`config.mk`:
```
export PLATFORM = sky130hd
export DESIGN_NAME = input_conditioner
export DESIGN_NICKNAME = d
export VERILOG_FILES = /design/src/rtl/jrb8_io_pkg.sv /design/src/rtl/input_conditioner_debounce_bit.sv /design/src/rtl/input_conditioner.sv
export SDC_FILE = /design/constraint.sdc
export NUM_CORES = 1
export LEC_CHECK = 0
export CAP_MARGIN = 20
export CORE_UTILIZATION = 60
export DETAILED_ROUTE_END_ITERATION = 12
export PLACE_DENSITY = 0.83
export SKIP_CTS_REPAIR_TIMING = 1
export SLEW_MARGIN = 20
export SYNTH_ARGS = -nofsm -noshare
export SYNTH_HDL_FRONTEND = slang
export SYNTH_SLANG_ARGS = --single-unit
```
`constraint.sdc`:
```
create_clock -name clk -period 6.9 [get_ports clk]
set_input_delay 2.07 -clock clk [delete_from_list [all_inputs] [get_ports clk]]
set_output_delay 2.07 -clock clk [all_outputs]
set_load 0.05 [all_outputs]
```
`src/rtl/jrb8_io_pkg.sv`:
```
// Shared widths, default timing constants and the byte type for the
// jrb8 input-conditioning path.
package jrb8_io_pkg;

    localparam int IO_WIDTH             = 8;
    localparam int DEF_SYNC_STAGES      = 2;
    localparam logic [23:0] DEF_TICK_DIV = 24'd10_000;
    localparam int DEF_STABLE_TICKS     = 4;

    typedef logic [IO_WIDTH-1:0] io_byte_t;

endpackage

```
`src/rtl/input_conditioner_debounce_bit.sv`:
```
// One switch bit: metastability synchroniser, tick-driven stability counter,
// debounced level and registered edge pulses.
module debounce_bit
    import jrb8_io_pkg::*;
#(
    parameter int SYNC_STAGES  = DEF_SYNC_STAGES,
    parameter int STABLE_TICKS = DEF_STABLE_TICKS
) (
    input  logic clk,
    input  logic rst,
    input  logic en,
    input  logic tick,
    input  logic raw,
    output logic clean,
    output logic rise,
    output logic fall,
    output logic accept
);

    localparam int CW = $clog2(STABLE_TICKS + 1);

    logic [SYNC_STAGES-1:0] sync;
    logic [CW-1:0]          cnt;
    logic                   sync_out;
    logic                   differ;

    assign sync_out = sync[SYNC_STAGES-1];
    assign differ   = (sync_out != clean);
    // Combinational so the top can register its changed flag alongside rise/fall.
    assign accept   = en && tick && differ && ((cnt + CW'(1)) == CW'(STABLE_TICKS));

    // Synchroniser chain, free-running regardless of enable.
    always_ff @(posedge clk or posedge rst) begin
        if (rst) begin
            sync <= '0;
        end else begin
            sync <= {sync[SYNC_STAGES-2:0], raw};
        end
    end

    // Stability counter, accepted level and one-cycle edge pulses.
    always_ff @(posedge clk or posedge rst) begin
        if (rst) begin
            cnt   <= '0;
            clean <= 1'b0;
            rise  <= 1'b0;
            fall  <= 1'b0;
        end else begin
            rise <= 1'b0;
            fall <= 1'b0;
            if (en && tick) begin
                if (!differ) begin
                    cnt <= '0;
                end else if (accept) begin
                    clean <= sync_out;
                    cnt   <= '0;
                    rise  <= sync_out;
                    fall  <= !sync_out;
                end else begin
                    cnt <= cnt + CW'(1);
                end
            end else begin
                cnt <= cnt;
            end
        end
    end

endmodule

```
`src/rtl/input_conditioner.sv`:
```
// Debounced 8-bit switch front end with shared sample-tick prescaler.
// Define JRB8_INPUT_EVENT_EN to build the evt_* capture/handshake register.
module input_conditioner
    import jrb8_io_pkg::*;
#(
    parameter int          SYNC_STAGES  = DEF_SYNC_STAGES,
    parameter logic [23:0] TICK_DIV     = DEF_TICK_DIV,
    parameter int          STABLE_TICKS = DEF_STABLE_TICKS
) (
    input  logic     clk,
    input  logic     rst,
    input  logic     en,
    input  io_byte_t raw_in,
    output io_byte_t clean,
    output io_byte_t rise,
    output io_byte_t fall,
    output logic     changed,
    output logic     evt_valid,
    output io_byte_t evt_data,
    output logic     evt_overrun,
    input  logic     evt_ack
);

    logic [23:0] pre_count;
    logic        tick;
    io_byte_t    accept;

    assign tick = en && (pre_count == (TICK_DIV - 24'd1));

    // Sample-tick prescaler; parked at zero while disabled so resume is deterministic.
    always_ff @(posedge clk or posedge rst) begin
        if (rst) begin
            pre_count <= 24'd0;
        end else if (!en || tick) begin
            pre_count <= 24'd0;
        end else begin
            pre_count <= pre_count + 24'd1;
        end
    end

    for (genvar i = 0; i < IO_WIDTH; i++) begin : g_bit
        debounce_bit #(
            .SYNC_STAGES (SYNC_STAGES),
            .STABLE_TICKS(STABLE_TICKS)
        ) u_bit (
            .clk   (clk),
            .rst   (rst),
            .en    (en),
            .tick  (tick),
            .raw   (raw_in[i]),
            .clean (clean[i]),
            .rise  (rise[i]),
            .fall  (fall[i]),
            .accept(accept[i])
        );
    end

    // Change flag, registered in the same cycle as the rise/fall pulses.
    always_ff @(posedge clk or posedge rst) begin
        if (rst) begin
            changed <= 1'b0;
        end else begin
            changed <= |accept;
        end
    end

`ifdef JRB8_INPUT_EVENT_EN
    // Event capture: newest clean byte wins, overrun flags a change lost before ack.
    always_ff @(posedge clk or posedge rst) begin
        if (rst) begin
            evt_valid   <= 1'b0;
            evt_data    <= '0;
            evt_overrun <= 1'b0;
        end else if (changed) begin
            evt_data  <= clean;
            evt_valid <= 1'b1;
            if (evt_valid) begin
                evt_overrun <= !evt_ack;
            end else begin
                evt_overrun <= evt_overrun;
            end
        end else if (evt_ack && evt_valid) begin
            evt_valid   <= 1'b0;
            evt_overrun <= 1'b0;
        end else begin
            evt_valid   <= evt_valid;
            evt_overrun <= evt_overrun;
        end
    end
`else
    logic unused_evt_ack;
    assign unused_evt_ack = evt_ack;
    assign evt_valid      = 1'b0;
    assign evt_data       = '0;
    assign evt_overrun    = 1'b0;
`endif

endmodule

```
==> results.yml <==
critical_path:
  crit_start: "en"
  arrival_ns: 4.14
  cp.required_ns: 7.12
  reg2reg_from: "pre_count[0]"
  worst_setup_path_end_kind: "flip-flop"
  path_max_fanout: 24
  path_class: "input port to flip-flop"
  start_kind: "input port"
synthesis:
  synth_edf_count: 0
  synth_ff_type: "dfrtp_1"
  yosysSeqAreaShare_pct: 51.24
  ys_ff_latch: 89
  yosysWarnings: 0
  syn_inst: 370
  synth_async_sr_flop_share_pct: 100.0
  syn_area_sq_mm: 0.004347
  syn_avg_cell_area_sq_um: 11.75
  ys_types: 42
final_layout:
  finalInstanceArea_sq_mm: 0.004746
  final_common_cell: "dfrtp_1"
  antenna_cells: 0
  final_cells: 483
  final_nets: 412
  mostFrequentLayoutCells: "89 x dfrtp_1, 35 x clkdlybuf4s50_1, 24 x nor2_1, 22 x nor3b_1, 18 x inv_1"
  syn2layout_area_growth_pct: 9.182
  drive_gt1_share_pct: 14.99
place:
  routabilityCongestion: 0.7997
  hpwl_microns: 4731
  port_buffers: 35
  place_area_sq_mm: 0.004554
  dp.cells: 468
clock_network:
  cts_num_sinks: 89
  path_clk_slew_ns: 0.09
  cts.htree.levels: 3
  insertion_delay_ns: 0.34
  cts_made_buffers: 9
  clockBufferDepth: 2
  tritoncts: "done"
  clock-root-buffer: "clkbuf_8"
pwr:
  power_density_mw_per_mm2: 194.0
  fin_total_pwr_mw: 0.9208
  max-vdd-ir-drop_v: 0.00009069
  switchingPower_mw: 0.2160
  power_frac_comb_pct: 4.4
  seqPwrFrac_pct: 57.8
  switching_share_pct: 23.46
  p_leak_nw: 2.082
  clock_power_share_pct: 37.7
  intPower_mw: 0.7048
floorplan:
  die_x_microns: 87.12
  die_area_sq_mm: 0.007589
  die_h_microns: 87.12
  ios: 47
  rows: 30
  coreArea_sq_mm: 0.006907
  initial_core_util_pct: 62.93
detailed_routing:
  wl_per_cell_microns: 14.43
  drt_iter0_markers: 95
  routed_via_density: 5.495
  ant_nets: 0
  dr.pass1.iters: 4
  drc: 0
  postRouteWirelength_microns: 6972
  num_vias: 2654
min_path:
  hold_path.class: "flip-flop to flip-flop"
  hold_path_startpoint: "g_bit[4].u_bit.sync[0]"
timing:
  hold_violations: 0
  rsz0062_at_grt: "no"
  timing.hold.ws_ns: 0.3487
  tightest_slew_ns: 0.8951
  maxSlewHeadroom_pct: 40.32
  final.period_utilization_pct: 56.69
  finClkSkew_ns: 0.01130
  finalMaxSlewViolations: 0
  finalSetupViolations: 0
  min_period_ns: 3.912
  fmax_ghz: 0.2556
  tns_ns: 0
grt:
  antenna_found_initial: 0
  grt_max_degree: 48
  track_usage_pct: 19.85
  grt_pass1_vias: 2613
  grt_pass1_wl_microns: 11650
  overflow: 0
outcome:
  status: "completed"
job:
  maxCapViolCount: 0
registers in the layout (all words and copies together) (netlist names):
register           cells
g_bit.u_bit.cnt       24
pre_count             24
g_bit.u_bit.clean      8
g_bit.u_bit.fall       8
g_bit.u_bit.rise       8
changed                1
g_bit.u_bit.sync      16
worst max-delay path, cell delays in order:
cell and delay [ns]:
clkdlybuf4s50_1 0.81, nand4_1 0.24, nor2_4 0.60, mux2_2 0.42
area by class of cell:
| type | instances | area [sq um] |
|---|---|---|
| flip-flops and latches | 89 | 2227 |
| fillers | 533 | 2161 |
| multi-input cells | 228 | 1777 |
| repair buffers | 36 | 357.8 |
| clock buffers | 9 | 123.9 |
| well taps | 96 | 120.1 |
| inverters | 19 | 72.57 |
| clock inverters | 6 | 67.56 |
logic make-up after synthesis:
logic type / synth area share [%]
buffers and inverters: 8.779
xor gates and xnor gates: 5.037
muxes: 8.923
DFF: 51.24
AOI/OAI and AO/OA: 2.936
adders and majority gates: 4.893
other: 0.08627
and+or+nand+nor: 18.11
synthesized netlist by cell type, types with 8 or more instances:
cell | count | share of area [%]
dfrtp_1 | 89 | 51
xnor2_1 | 14 | 2.8
nor3_1 | 12 | 1.4
inv_1 | 19 | 1.6
nor3b_1 | 22 | 3.8
nand3_1 | 16 | 1.8
or3_4 | 8 | 2.1
ha_1 | 17 | 4.9
nand4_1 | 11 | 1.6
mux2_2 | 16 | 4.1
xor2_1 | 11 | 2.2
nor2_1 | 24 | 2.1
mux2_4 | 8 | 2.8
buf_4 | 36 | 6.2
power by group through the flow:
| stage | Clock [mW] | Combinational [mW] | Sequential, mW |
|---|---|---|---|
| after floorplan | 0 | 0.0345 | 0.542 |
| after detailed placement | 0 | 0.0416 | 0.543 |
| after global placement | 0 | 0.0407 | 0.542 |
| after CTS | 0.357 | 0.0417 | 0.532 |
| final | 0.348 | 0.0408 | 0.532 |
| after global routing | 0.377 | 0.0454 | 0.534 |
path summary, 6_finish.rpt:
kind | end | depth (start not counted) | slack (ns)
min in group asynchronous | g_bit[3].u_bit.clean | 2 | 2.18
worst min-delay path | g_bit[4].u_bit.sync[1] | 0 | 0.35
worst max register to register | g_bit[5].u_bit.cnt[1] | 5 | 4.33
worst min register to register | g_bit[4].u_bit.sync[1] | 0 | 0.35
max in group asynchronous | g_bit[6].u_bit.cnt[1] | 3 | 3.69
worst max-delay path | g_bit[5].u_bit.cnt[1] | 4 | 2.99
stage by stage:
stage	util (%)	setup WS, ns
2_1_floorplan	-	2.523
3_3_place_gp	65.87	2.355
3_5_place_dp	65.94	2.635
4_1_cts	68.71	3.018
5_1_grt	68.71	2.917
6_report	68.71	2.988
routing by layer:
| metal | GRT usage (%) | wire [microns] | vias to the layer above |
|---|---|---|---|
| met4 | 4.471 | 55 | 0 |
| met5 | 0 | 0 | - |
| li1 | - | - | 1268 |
| met1 | 24.94 | 3086 | 1332 |
| met2 | 35.22 | 3635 | 46 |
| met3 | 4.360 | 195 | 8 |
(Power assumes the default switching activity.)
